[src/rtl/ras_ckpt_pkg.sv]
// Shared defaults and helpers for the return-address stack and its checkpoint store.
package ras_ckpt_pkg;

  localparam int ADDR_W_DEF     = 32;
  localparam int RAS_DEPTH_DEF  = 8;
  localparam int CKPT_DEPTH_DEF = 8;

  // Width of one packed checkpoint record {tos, count, top}.
  function automatic int ckpt_rec_w(input int addr_w, input int depth);
    return $clog2(depth) + $clog2(depth + 1) + addr_w;
  endfunction

endpackage

[src/rtl/ras_ckpt_fifo.sv]
// Checkpoint FIFO: holds packed {tos, count, top} records for in-flight branches.
// The caller guarantees no push into a full store unless a pop happens in the same cycle.
module ras_ckpt_fifo #(
  parameter int W     = 8,
  parameter int DEPTH = 8
) (
  input  logic         clk,
  input  logic         rst,
  input  logic         clr,
  input  logic         push,
  input  logic         pop,
  input  logic [W-1:0] data_in,
  output logic         full,
  output logic         valid,
  output logic [W-1:0] data_out
);

  localparam int PW = $clog2(DEPTH);
  localparam int CW = $clog2(DEPTH + 1);
  localparam logic [CW-1:0] DEPTH_C = CW'(DEPTH);

  logic [W-1:0]  mem_q [DEPTH];
  logic [PW-1:0] rd_q, rd_d, wr_q, wr_d;
  logic [CW-1:0] cnt_q, cnt_d;
  logic          full_q, full_d;

  assign full     = full_q;
  assign valid    = (cnt_q != '0);
  assign data_out = mem_q[rd_q];

  // Next-state for pointers and occupancy; clear beats push/pop.
  always_comb begin
    rd_d  = rd_q;
    wr_d  = wr_q;
    cnt_d = cnt_q;
    if (clr) begin
      rd_d  = '0;
      wr_d  = '0;
      cnt_d = '0;
    end else begin
      if (push) wr_d = wr_q + PW'(1);
      if (pop)  rd_d = rd_q + PW'(1);
      if (push && !pop)      cnt_d = cnt_q + CW'(1);
      else if (pop && !push) cnt_d = cnt_q - CW'(1);
    end
    full_d = (cnt_d == DEPTH_C);
  end

  // Control state with asynchronous reset.
  always_ff @(posedge clk or posedge rst) begin
    if (rst) begin
      rd_q   <= '0;
      wr_q   <= '0;
      cnt_q  <= '0;
      full_q <= 1'b0;
    end else begin
      rd_q   <= rd_d;
      wr_q   <= wr_d;
      cnt_q  <= cnt_d;
      full_q <= full_d;
    end
  end

  // Record storage; not reset, occupancy qualifies it.
  always_ff @(posedge clk) begin
    if (push && !clr) mem_q[wr_q] <= data_in;
  end

endmodule

[src/rtl/ras_ckpt.sv]
// Return-address stack with speculative checkpoints: each fetched branch snapshots
// {tos, count, top entry}; a flush restores the oldest snapshot, repairing the top slot.
module ras_ckpt
  import ras_ckpt_pkg::*;
#(
  parameter int ADDR_W     = ADDR_W_DEF,
  parameter int DEPTH      = RAS_DEPTH_DEF,
  parameter int CKPT_DEPTH = CKPT_DEPTH_DEF
) (
  input  logic                       clk,
  input  logic                       rst,
  input  logic                       push,
  input  logic [ADDR_W-1:0]          push_addr,
  input  logic                       pop,
  output logic [ADDR_W-1:0]          top_addr,
  output logic                       top_valid,
  output logic [$clog2(DEPTH+1)-1:0] count,
  input  logic                       branch_fetched,
  input  logic                       branch_retired,
  input  logic                       flush,
  output logic                       ckpt_full,
  output logic                       underflow
);

  localparam int TW = $clog2(DEPTH);
  localparam int CW = $clog2(DEPTH + 1);
  localparam int RW = ckpt_rec_w(ADDR_W, DEPTH);
  localparam logic [CW-1:0] DEPTH_C = CW'(DEPTH);

  typedef struct packed {
    logic [TW-1:0]     tos;
    logic [CW-1:0]     count;
    logic [ADDR_W-1:0] top;
  } ras_ckpt_t;

  logic [ADDR_W-1:0] mem_q [DEPTH];
  logic [TW-1:0]     tos_q, tos_d;
  logic [CW-1:0]     count_q, count_d;
  logic              underflow_q, underflow_d;
  logic              mem_we;
  logic [TW-1:0]     mem_waddr;
  logic [ADDR_W-1:0] mem_wdata;
  ras_ckpt_t         ckpt_in, ckpt_out;
  logic              ckpt_valid, ckpt_push, ckpt_pop;

  assign top_valid = (count_q != '0);
  assign top_addr  = top_valid ? mem_q[tos_q] : '0;
  assign count     = count_q;
  assign underflow = underflow_q;

  // Snapshot is taken from pre-update state, so a same-cycle push/pop is not included.
  assign ckpt_in   = {tos_q, count_q, mem_q[tos_q]};
  assign ckpt_push = branch_fetched && !flush && (!ckpt_full || branch_retired);
  assign ckpt_pop  = branch_retired && !flush && ckpt_valid;

  ras_ckpt_fifo #(
    .W     (RW),
    .DEPTH (CKPT_DEPTH)
  ) u_fifo (
    .clk      (clk),
    .rst      (rst),
    .clr      (flush),
    .push     (ckpt_push),
    .pop      (ckpt_pop),
    .data_in  (ckpt_in),
    .full     (ckpt_full),
    .valid    (ckpt_valid),
    .data_out (ckpt_out)
  );

  // Stack next-state: flush restore wins over push/pop; push+pop replaces the top (tail call).
  always_comb begin
    tos_d       = tos_q;
    count_d     = count_q;
    underflow_d = 1'b0;
    mem_we      = 1'b0;
    mem_waddr   = tos_q;
    mem_wdata   = push_addr;
    if (flush) begin
      if (ckpt_valid) begin
        tos_d     = ckpt_out.tos;
        count_d   = ckpt_out.count;
        mem_we    = 1'b1;
        mem_waddr = ckpt_out.tos;
        mem_wdata = ckpt_out.top;
      end
    end else if (push && pop) begin
      mem_we = 1'b1;
      if (count_q == '0) count_d = CW'(1);
    end else if (push) begin
      mem_we    = 1'b1;
      mem_waddr = tos_q + TW'(1);
      tos_d     = tos_q + TW'(1);
      if (count_q != DEPTH_C) count_d = count_q + CW'(1);
    end else if (pop) begin
      if (count_q != '0) begin
        tos_d   = tos_q - TW'(1);
        count_d = count_q - CW'(1);
      end else begin
        underflow_d = 1'b1;
      end
    end
  end

  // Pointer, occupancy and underflow pulse with asynchronous reset.
  always_ff @(posedge clk or posedge rst) begin
    if (rst) begin
      tos_q       <= '0;
      count_q     <= '0;
      underflow_q <= 1'b0;
    end else begin
      tos_q       <= tos_d;
      count_q     <= count_d;
      underflow_q <= underflow_d;
    end
  end

  // Stack RAM; not reset, top_valid qualifies the read.
  always_ff @(posedge clk) begin
    if (mem_we) mem_q[mem_waddr] <= mem_wdata;
  end

  // Upstream must stall branch_fetched while the store is full and nothing retires.
  a_no_fetch_when_full: assert property (@(posedge clk) disable iff (rst)
    !(branch_fetched && ckpt_full && !branch_retired && !flush));

endmodule

[config.mk]
export PLATFORM = sky130hd
export DESIGN_NAME = ras_ckpt
export DESIGN_NICKNAME = d
export VERILOG_FILES = /design/src/rtl/ras_ckpt_pkg.sv /design/src/rtl/ras_ckpt_fifo.sv /design/src/rtl/ras_ckpt.sv
export SDC_FILE = /design/constraint.sdc
export NUM_CORES = 1
export LEC_CHECK = 0
export BUFFER_PORTS_ARGS = -buffer_cell sky130_fd_sc_hd__buf_2
export CAP_MARGIN = 20
export CORE_ASPECT_RATIO = 0.6
export CORE_MARGIN = 3
export CORE_UTILIZATION = 45
export CTS_BUF_LIST = sky130_fd_sc_hd__clkbuf_4 sky130_fd_sc_hd__clkbuf_8
export DETAILED_ROUTE_END_ITERATION = 12
export PLACE_DENSITY = 0.61
export SYNTH_ARGS = -nofsm -noshare
export SYNTH_HDL_FRONTEND = slang
export SYNTH_SLANG_ARGS = --single-unit
[constraint.sdc]
create_clock -name clk -period 7.7 [get_ports clk]
set_input_delay 1.54 -clock clk [delete_from_list [all_inputs] [get_ports clk]]
set_output_delay 1.54 -clock clk [all_outputs]
set_load 0.02 [all_outputs]
## After elaboration in Yosys (flattened, before gate mapping)

Memory sizes are Yosys's and may differ from the RTL's.
Cells that the tools add are included.

| word-level totals | value |
|---|---|
| register bits after elaboration | 19 |
| RAM bits | 568 |
| output and inout port bits | 39 |
| word-level logic and storage cells | 87 |
| memories | 2 |

| operators by class | value |
|---|---|
| $add $sub $neg | 8 |
| equal/unequal tests | 6 |
| muxes and demuxes | 40 |
| reduce and logical (&&, ||, !) cells | 24 |

Memory list:

| memory | depth | width | read ports | clocked after memory_dff | write ports | line | source |
|---|---|---|---|---|---|---|---|
| u_fifo.mem_q | 8 | 39 | 1 | 0 | 1 | ras_ckpt_fifo.sv:22 | `logic [W-1:0] mem_q [DEPTH];` |
| mem_q | 8 | 32 | 1 | 0 | 1 | ras_ckpt.sv:36 | `logic [ADDR_W-1:0] mem_q [DEPTH];` |

Operator list:

| kind | count |
|---|---|
| $mux W32 | 3 |
| $mux W4 | 11 |
| $mux W3 | 13 |
| $reduce_bool A4 Y1 | 4 |
| $mux W1 | 13 |
| $add A3 B1 Y3 const B | 3 |
| $add A4 B1 Y4 const B | 2 |
| $logic_and A1 B1 Y1 | 8 |
| $sub A4 B1 Y4 const B | 2 |
| $reduce_bool A3 Y1 | 2 |
| $reduce_and A5 Y1 | 1 |
| $eq A4 B4 Y1 const B | 1 |
| $logic_not A1 Y1 | 4 |
| $logic_not A4 Y1 | 1 |
| $ne A4 B1 Y1 const B | 1 |
| $ne A4 B4 Y1 const B | 1 |
| $reduce_bool A2 Y1 | 2 |
| $ne A3 B2 Y1 const B | 1 |
| $reduce_and A3 Y1 | 1 |
| $sub A3 B1 Y3 const B | 1 |
| $ne A2 B1 Y1 const B | 1 |
| $ne A2 B2 Y1 const B | 1 |
| $logic_or A1 B1 Y1 | 1 |

## Logic depth before layout (Yosys ltp)

Gate-level depths: netlist of run 1.

| depth | value |
|---|---|
| depth in word-level cells | 9 |
| gate-level depth with buffers | 9 |

## Hierarchy

Synthesis of run 1 repeated with hierarchy kept, for this count alone.

| unflattened totals | value |
|---|---|
| cell total of the unflattened synthesis | 1076 |
| area, all modules | 23521.3 um^2 |

Modules (own cells, without submodules):

| module | instances | cells each | area each (um^2) | seq. area each (um^2) |
|---|---|---|---|---|
| ras_ckpt_fifo | 1 | 520 | 12403.1 | 9644.2 |
| ras_ckpt | 1 | 556 | 11118.2 | 7887.6 |

## Least setup slack after synthesis of run 1

OpenSTA, ideal clock, no wires.

| timing | value |
|---|---|
| path type | input -> register |
| start | input port branch_retired |
| end | memory u_fifo.mem_q[1][0] (netlist bit) (enable) |
| library setup time | 0.484 ns |
| data arrival time | 4.841 ns |
| data required time | 7.216 ns |
| setup slack | 2.375 ns |
| stages on the path | 4 |
| buffers on the path | 0 |
| cells stage by stage | inv_1 a21boi_2 nand3_1 nor3_1 |

| between the ends | value |
|---|---|
| cells in the longest elaborated chain, start to end | 5 |

RTL lines:

| element | line | source |
|---|---|---|
| start: declaration | ras_ckpt.sv:19 | `input logic branch_retired,` |
| $logic_or A1 B1 Y1 | ras_ckpt.sv:53 | `assign ckpt_push = branch_fetched && !flush && (!ckpt_full \|\| branch_retired);` |
| $logic_and A1 B1 Y1 | ras_ckpt.sv:53 |  |
| $logic_and A1 B1 Y1 | ras_ckpt_fifo.sv:66 | `if (push && !clr) mem_q[wr_q] <= data_in;` |
| $mux W1 | ras_ckpt_fifo.sv:66 |  |
| $mux W1 (not written as such) | ras_ckpt_fifo.sv:66 |  |
| end: declaration | ras_ckpt_fifo.sv:22 |  |

Every way passes these cells.

==> results of run 1 <==
-- path summary, 6_finish.rpt --
path                                start             end
setup / recovery                 tos_q[0]    top_addr[27]
hold / removal             u_fifo.wr_q[0]  u_fifo.wr_q[0]
setup reg to reg                 tos_q[0]    mem_q[5][19]
hold reg to reg            u_fifo.wr_q[0]  u_fifo.wr_q[0]
max in group asynchronous             rst  u_fifo.rd_q[0]
min in group asynchronous             rst        count[0]
-- state kept, by name (all words and copies together), names as in the netlist, 3 cells and up --
name	count
u_fifo.mem_q	312
mem_q	256
count	4
u_fifo.cnt_q	4
tos_q	3
u_fifo.rd_q	3
u_fifo.wr_q	3
-- power breakdown --
group / switching, mW / leakage [nW] / internal [mW]
Clock: 1.13 / 0.813 / 1.18
Sequential: 0.256 / 5.39 / 4.49
Combinational: 1.71 / 2.08 / 1.16
-- logic make-up after synthesis --
logic type / after synthesis
compound gates: 65
xor+xnor: 11
fa+ha+maj: 9
buf+inv: 73
flops: 587
mux: 218
simple gates: 129
-- placed cells by master (no fill, tap or decap), types with 7 or more instances in the layout --
master / n
and2_1: 32
ha_1: 8
nand2_1: 42
buf_4: 29
mux2i_1: 40
buf_2: 77
clkinv_1: 19
a21oi_1: 7
clkinv_2: 9
inv_1: 10
mux4_2: 140
o21ai_0: 36
edfxtp_1: 568
nor2_1: 15
clkbuf_8: 85
nor3_2: 10
mux2_2: 36
dfrtp_1: 13
clkbuf_4: 25
-- layer usage --
layer  up-vias  share of wire (%)
met5         -                  0
met4         0                1.6
met3        61                5.9
met2       324                 47
met1      5803                 46
li1       4750                  -
-- critical path, delay by kind of cell (launching register included) --
kind / cells / cell delay [ns]
multiplexers: 2 / 0.94
buffers and inverters: 2 / 0.78
flip-flops: 1 / 0.99
AND/OR/NAND/NOR: 1 / 0.20
-- per-stage QoR --
step	instance area, µm²	setup WS [ns]	hold slack [ns]	util (%)	power (mW)
floorplan	23200	2.38	0.548	-	6.82
global placement	24400	3.17	0.576	48.8	7.69
detailed placement	24400	3.16	0.593	48.8	7.75
CTS	26000	2.43	0.618	51.9	10.1
global route	26000	2.29	0.677	51.9	10.5
finish	26000	2.57	0.615	51.9	9.92
-- layout make-up --
class                   count  area [µm²]
fillers                  4014       24100
inverters                  11        41.3
clock buffers             110        1360
well taps                 682         853
flip-flops and latches    587       17500
clock inverters            34         190
multi-input cells         432        5400
repair buffers            106         603
==> impl_metrics.json, run 1 <==
{
  "port_buffers": 77,
  "synth_top_area_cell": "edfxtp_1",
  "rsz0062_at_grt": "false",
  "critPathRequiredTime_ns": 6.16,
  "syn_inst": 1092,
  "gr-usage-all-layers_pct": 18.1,
  "syn-cell-area_mm2": 0.0232,
  "ant_nets": 0,
  "grt_pass1_vias": 11491,
  "r2r_slack_ns": 3.68,
  "cp_data_arrival_time_ns": 3.59,
  "die_area_mm2": 0.0544,
  "clk_path_buf_depth": 3,
  "clock_latency_ns": 0.64,
  "fin_skew_ns": 0.0280,
  "timing_hold_violations_final": 0,
  "nets": 1268,
  "pin_count": 78,
  "setup_viol": 0,
  "cts_hold_buf": 0,
  "relSlewSlack_pct": 28.4,
  "yosysSeqAreaShare_pct": 75.6,
  "cts_buffers": 82,
  "leakage_nw": 8.28,
  "syn_avg_cell_area_um2": 21.2,
  "muxShareOfSynthArea_pct": 17.3,
  "cts_tree": "yes",
  "worstMarginPinSlew_ns": 1.06,
  "synth.top_cell.area_share_pct": 73.6,
  "post_cts_resized": 0,
  "rows": 63,
  "busiest_layer": "met2",
  "placedCellCount": 1818,
  "wirelength_mm": 48.5,
  "synth_top_family_by_area": "multiplexers",
  "grt_use_met1_pct": 26.8,
  "htreeDepth": 3,
  "grtUsageMet3_pct": 3.53,
  "max_stage_delay_ns": 0.99,
  "core_mm2": 0.0501,
  "drv_cap": 0,
  "met2_usage_pct": 28.1,
  "synth_edf_count": 568,
  "status": "complete, no violations",
  "dp_hpwl_mm": 25.9,
  "crit_slowest_cell": "dfrtp_4",
  "cts_setup_buffers": 0,
  "cp_max_fo": 47,
  "viasPerCell": 5.57,
  "areaGrowthSynthToFinish_pct": 12.1,
  "start_util_pct": 46.3,
  "rr_worst_depth": 7,
  "firstDrtPassIters": 6,
  "min_period_over_period_pct": 66.7,
  "min_period_ns": 5.13,
  "wire_per_inst_um": 24.7,
  "drv_slew": 0,
  "cts-root-buf": "clkbuf_8",
  "max_freq_mhz": 195,
  "syn_nets": 1140,
  "p_per_area_mw_per_mm2": 382,
  "first_iter_violations": 840,
  "synth_compound_area_share_pct": 1.74,
  "async_flop_share_pct": 3.24,
  "die_y_um": 182,
  "synth_common_cells": "edfxtp_1, mux4_2, nand2_1",
  "holdPathStages": 2,
  "cp_cell_sequence": "buf_4, mux4_2, mux2_2, and2_1, buf_2",
  "clk_pin_slew_ns": 0.07,
  "end_kind": "output port",
  "antenna_found_initial": 0,
  "layout-drive-gt1-share_pct": 33.9,
  "die_w_um": 299,
  "grt_start_max_net_pins": 71,
  "diodes": 0,
  "synthAdderAreaFrac_pct": 0.518,
  "synthFlopType": "edfxtp_1",
  "hold_path.class": "flop to flop",
  "synth-seq-cells": 587,
  "final_cell_count_no_fill": 1962,
  "ys_types": 55,
  "setup_tns_ns": 0,
  "synthSimpleGateAreaFrac_pct": 2.83,
  "place.gp.congestion": 0.713,
  "cts.sinks": 587,
  "synth-xor-area-share_pct": 0.475,
  "worst_setup_path_start_kind": "flop",
  "vias": 10938,
  "synth.most_common_cell": "edfxtp_1",
  "synth_top_cells_by_area": "edfxtp_1, mux4_2, dfrtp_1",
  "critPathKind": "flop to output port",
  "grt_pass1_wl_mm": 73.3,
  "vdd_drop_max_uv": 221,
  "yosys_warnings": 0,
  "route.detailed.drc": 0,
  "grt-ovfl-total": 0
}
(Power assumes the default switching activity.)
==> run 2, diff against run 1 <==
- ABC_AREA: default -> 1
- PLACE_DENSITY: 0.61 -> 0.63
- clock period: 7.7 -> 4.7 ns (I/O delays scaled with it)
==> run 2 against run 1 <==
- routed wire length increased by 24%
- first-iteration DRC count increased by 100%
- sequential cell count unchanged
- final area increased by 1.9%
- largest power group unchanged
==> impl_metrics.json, run 2 <==
{
  "hold_path.class": "primary input to async pin",
  "ys_types": 32,
  "worst_setup_path_start_kind": "flop",
  "reg_top3": "u_fifo.mem_q (312), mem_q (256)",
  "cts_setup_buffers": 0,
  "synth_compound_area_share_pct": 11.2,
  "yosys_warnings": 0,
  "clock_latency_ns": 0.66,
  "synth_edf_count": 568,
  "die_y_um": 184,
  "cts.sinks": 587,
  "relSlewSlack_pct": 36.1,
  "syn-cell-area_mm2": 0.0238,
  "synthFlopType": "edfxtp_1",
  "synth_top_area_cell": "edfxtp_1",
  "synthSimpleGateAreaFrac_pct": 11.0,
  "grt_pass1_vias": 15374,
  "cts-root-buf": "clkbuf_8",
  "holdWs_ns": 0.477,
  "grt_pass1_wl_mm": 91.9,
  "start_util_pct": 46.1,
  "port_buffers": 77,
  "synth.most_common_cell": "edfxtp_1",
  "dp_slack_ns": 1.07,
  "cts_tree": "yes",
  "synth_top_cells_by_area": "edfxtp_1, o21ai_0, nor2_1",
  "regMostFlops": "u_fifo.mem_q",
  "async_flop_share_pct": 3.24,
  "wirelength_mm": 60.0,
  "grt_start_max_net_pins": 140,
  "regArea_mm2": 0.0175,
  "clk_path_buf_depth": 3,
  "die_area_mm2": 0.0558,
  "antenna_found_initial": 0,
  "vias": 15610,
  "cp_data_arrival_time_ns": 2.90,
  "multi_input_area_mm2": 0.00559,
  "fin_area_mm2": 0.0265,
  "cp_max_fo": 22,
  "vdd_drop_max_uv": 325,
  "layout_common_cells": "edfxtp_1, nor2_1, o21ai_0",
  "syn_nets": 1955,
  "first_iter_violations": 1679,
  "cts_hold_buf": 0,
  "diodes": 0,
  "leakage_nw": 9.22,
  "muxShareOfSynthArea_pct": 0,
  "layout-drive-gt1-share_pct": 14.0,
  "synth-xor-area-share_pct": 0.184,
  "min_period_ns": 3.84,
  "die_w_um": 303,
  "final_util_pct": 51.3,
  "final_cell_count_no_fill": 2731,
  "core_mm2": 0.0516,
  "route.detailed.drc": 0,
  "post_cts_resized": 0,
  "firstDrtPassIters": 5,
  "synth-seq-cells": 587,
  "synth.top_cell.area_share_pct": 71.6,
  "max_stage_delay_ns": 0.73,
  "syn_inst": 1907,
  "cts_buffers": 82,
  "setup_viol": 0,
  "viasPerCell": 5.72,
  "gr-usage-all-layers_pct": 21.8,
  "worstMarginPinSlew_ns": 0.956,
  "wire_per_inst_um": 22.0,
  "status": "complete, no violations",
  "areaGrowthSynthToFinish_pct": 11.2,
  "synth_top_family_by_area": "compound AO/OA/AOI/OAI gates",
  "synthAdderAreaFrac_pct": 0.504,
  "end_kind": "output port",
  "placed_area_mm2": 0.0250,
  "timing_hold_violations_final": 0,
  "critPathKind": "flop to output port",
  "rsz0062_at_grt": "false",
  "min_period_over_period_pct": 81.8,
  "crit_slowest_cell": "nor2_4",
  "largest_reg_flops": 312,
  "drv_cap": 0,
  "fin_skew_ns": 0.0317,
  "grt-ovfl-total": 0,
  "rows": 64,
  "dp_hpwl_mm": 35.2,
  "clk_pin_slew_ns": 0.07,
  "place.gp.congestion": 0.810,
  "yosysSeqAreaShare_pct": 73.6,
  "power_mw": 15.6,
  "setup_ws_ns": 0.855,
  "synth_common_cells": "edfxtp_1, nor2_1, o21ai_0",
  "setup_tns_ns": 0,
  "critPathRequiredTime_ns": 3.76,
  "pin_count": 78,
  "syn_avg_cell_area_um2": 12.5,
  "placedCellCount": 2592,
  "mostFrequentLayoutCell": "edfxtp_1",
  "cp_cell_sequence": "nor2_1, nand2_1, nor2_4, buf_4, a21oi_1, buf_2",
  "nFillCells": 4443,
  "htreeDepth": 3,
  "max_freq_mhz": 260,
  "ant_nets": 0,
  "nets": 2031,
  "p_per_area_mw_per_mm2": 588,
  "drv_slew": 0
}
run 2: path summary, 6_finish.rpt:
path / cells after the start / to / slack [ns] / from
worst max-delay path: 6 / top_addr[2] / 0.86 / count[1]
worst min-delay path: 2 / u_fifo.full / 0.48 / rst
worst max register to register: 10 / mem_q[3][11] / 1.12 / u_fifo.rd_q[0]
worst min register to register: 2 / u_fifo.wr_q[0] / 0.62 / u_fifo.wr_q[0]
max in group asynchronous: 2 / u_fifo.rd_q[0] / 3.57 / rst
min in group clk: 2 / u_fifo.wr_q[0] / 0.62 / u_fifo.wr_q[0]
run 2: area by class of cell:
| cell class | count | area share [%] |
|---|---|---|
| inverter | 54 | 0.779 |
| clock inverter | 34 | 0.822 |
| tap | 693 | 3.27 |
| clock buffer | 105 | 4.91 |
| multi-input combinational | 1142 | 21.1 |
| timing repair buffer | 116 | 2.89 |
| sequential | 587 | 66.2 |
run 2: power breakdown:
group          leakage (nW)  switching [mW]  total, mW  internal (mW)
sequential             5.41           0.220       7.23           7.01
combinational          3.01            3.46       4.54           1.08
clock                 0.805            1.92       3.80           1.88
total                  9.22            5.60       15.6           9.97
run 2: logic make-up after synthesis:
logic type,count (synthesis)
compound gates,466
xor+xnor,5
buf+inv,178
fa+ha+maj,9
flops,587
simple gates,662
run 2: layer usage:
metal,track usage (%),wire length (µm),up-vias
li1,-,-,7099
met1,32.0,26900,7705
met2,32.9,26800,705
met3,4.82,5020,101
met4,6.01,1290,0
met5,0,0,-
run 2: critical path: cells and delay by family (launching register included):
family / cells / cell delay (ns)
AOI/OAI and AO/OA: 1 / 0.08
buffers and inverters: 2 / 0.51
DFF: 1 / 0.58
and+or+nand+nor: 3 / 1.06
==> run 3, diff against run 2 <==
- ABC_AREA: 1 -> 0
- clock period: 4.7 -> 3.1 ns (I/O delays scaled with it)
==> run 3 against run 2 <==
- the run now ends with setup timing left
- clock skew is 0.014 ns lower
- register-to-register slack got worse by 0.88 ns
- final area rose by 5.7%
- sequential power grew 59%
- sequential cell count stayed put
- die area is 2.6% lower
- cell count fell by 24%
- non-clock buffer count rose by 95
- routed wire length is 15% lower
- largest cell class unchanged
==> impl_metrics.json, run 3 (synthesized netlist as in run 1, its figures left out) <==
{
  "wire_per_inst_um": 24.5,
  "dp_hpwl_mm": 27.5,
  "rr_worst_depth": 10,
  "wirelength_mm": 51.1,
  "crit_slowest_cell": "dfrtp_4",
  "cts-root-buf": "clkbuf_8",
  "gr-usage-all-layers_pct": 19.1,
  "layout_common_cells": "edfxtp_1, mux4_2, clkbuf_8, buf_4, buf_2",
  "path_depth": 7,
  "clk_pin_slew_ns": 0.07,
  "grt-ovfl-total": 0,
  "reg2reg_from": "tos_q[0]",
  "cts_buffers": 88,
  "grt_pass1_vias": 11961,
  "placedCellCount": 1857,
  "r2r_end": "mem_q[1][2]",
  "status": "complete, but fails checks",
  "drv_slew": 0,
  "core_mm2": 0.0501,
  "mostFrequentLayoutCell": "edfxtp_1",
  "firstDrtPassIters": 5,
  "areaGrowthSynthToFinish_pct": 20.8,
  "start_util_pct": 46.3,
  "relSlewSlack_pct": 34.3,
  "first_iter_violations": 919,
  "max_stage_delay_ns": 0.51,
  "end_kind": "output port",
  "diodes": 0,
  "placed_area_mm2": 0.0251,
  "worst_setup_path_start_kind": "flop",
  "crit_family": "multiplexers",
  "cp_cell_sequence": "buf_12, buf_12, buf_16, mux4_2, mux2_4, and2_4, buf_6",
  "place.gp.congestion": 0.740,
  "vias": 11432,
  "setup_viol": 31,
  "cts_hold_buf": 0,
  "die_w_um": 299,
  "fin_skew_ns": 0.0180,
  "setup_tns_ns": -3.28,
  "min_period_over_period_pct": 105,
  "cp-endpoint": "top_addr[15]",
  "holdWs_ns": 0.149,
  "cp_data_arrival_time_ns": 2.63,
  "cp.buffers_inverters": 4,
  "layout-drive-gt1-share_pct": 42.1,
  "worstMarginPinSlew_ns": 0.975,
  "final_cell_count_no_fill": 2085,
  "fin_area_mm2": 0.0280,
  "reg_top3": "u_fifo.mem_q (312), mem_q (256)",
  "r2r_slack_ns": 0.24,
  "nets": 1380,
  "cts.sinks": 587,
  "antenna_found_initial": 0,
  "regMostFlops": "u_fifo.mem_q",
  "leakage_nw": 9.38,
  "port_buffers": 77,
  "grt_start_max_net_pins": 47,
  "min_period_ns": 3.25,
  "ant_nets": 0,
  "die_area_mm2": 0.0544,
  "critPathKind": "flop to output port",
  "pin_count": 78,
  "setup_ws_ns": -0.152,
  "clk_path_buf_depth": 3,
  "cp_max_fo": 5,
  "rsz0062_at_grt": "true",
  "dp_slack_ns": 0.379,
  "p_per_area_mw_per_mm2": 1020,
  "critPathRequiredTime_ns": 2.48,
  "cts_tree": "yes",
  "rows": 63,
  "viasPerCell": 5.48,
  "vdd_drop_max_uv": 810,
  "die_y_um": 182,
  "cp_common_cell": "buf_12",
  "route.detailed.drc": 0,
  "max_freq_mhz": 307,
  "power_mw": 28.6,
  "timing_hold_violations_final": 0,
  "final_util_pct": 55.9,
  "clock_latency_ns": 0.64,
  "htreeDepth": 3,
  "violations": "setup timing",
  "grt_pass1_wl_mm": 77.1,
  "crit_start": "tos_q[0]",
  "hold_path.class": "primary input to async pin",
  "drv_cap": 0,
  "largest_reg_flops": 312
}
run 3: timing repair:
| action | in CTS | in global routing |
|---|---|---|
| pin swaps | 0 | 0 |
| cloned | 10 | 2 |
| endpoints found under the setup margin | 32 | 39 |
| hold endpoints to repair | 0 | 0 |
| resized for setup | 127 | 14 |
| buffers inserted | 48 | 7 |
run 3: how the worst min path moves through the flow:
stage / slack [ns] / start / to
2_1_floorplan: 0.54 / tos_q[0] / u_fifo.mem_q[0][36]
3_3_place_gp: 0.58 / u_fifo.wr_q[0] / u_fifo.wr_q[0]
3_5_place_dp: 0.60 / u_fifo.wr_q[0] / u_fifo.wr_q[0]
4_1_cts: 0.12 / rst / count[2]
5_1_grt: 0.17 / rst / u_fifo.rd_q[2]
6_report: 0.15 / rst / count[0]
run 3: where the power goes:
part | leakage, nW | switching [mW] | internal, mW
clock | 0.925 | 2.87 | 3.35
sequential | 5.39 | 0.365 | 11.1
combinational | 3.07 | 5.40 | 5.46
total | 9.38 | 8.64 | 19.9
run 3: cell type report:
| type | count | area (µm²) |
|---|---|---|
| multi-input combinational | 433 | 5680 |
| clock buffer | 125 | 1530 |
| timing repair buffer | 211 | 2140 |
| inverter | 11 | 41.3 |
| sequential | 587 | 17500 |
| fill | 3822 | 22100 |
| tap | 682 | 853 |
| clock inverter | 36 | 218 |
run 3: per-layer routing:
metal | wire [µm] | vias up | GRT usage, %
li1 | - | 5001 | -
met5 | 0 | - | 0
met3 | 3360 | 61 | 3.97
met2 | 24000 | 367 | 29.3
met4 | 743 | 0 | 4.57
met1 | 23100 | 6003 | 28.5
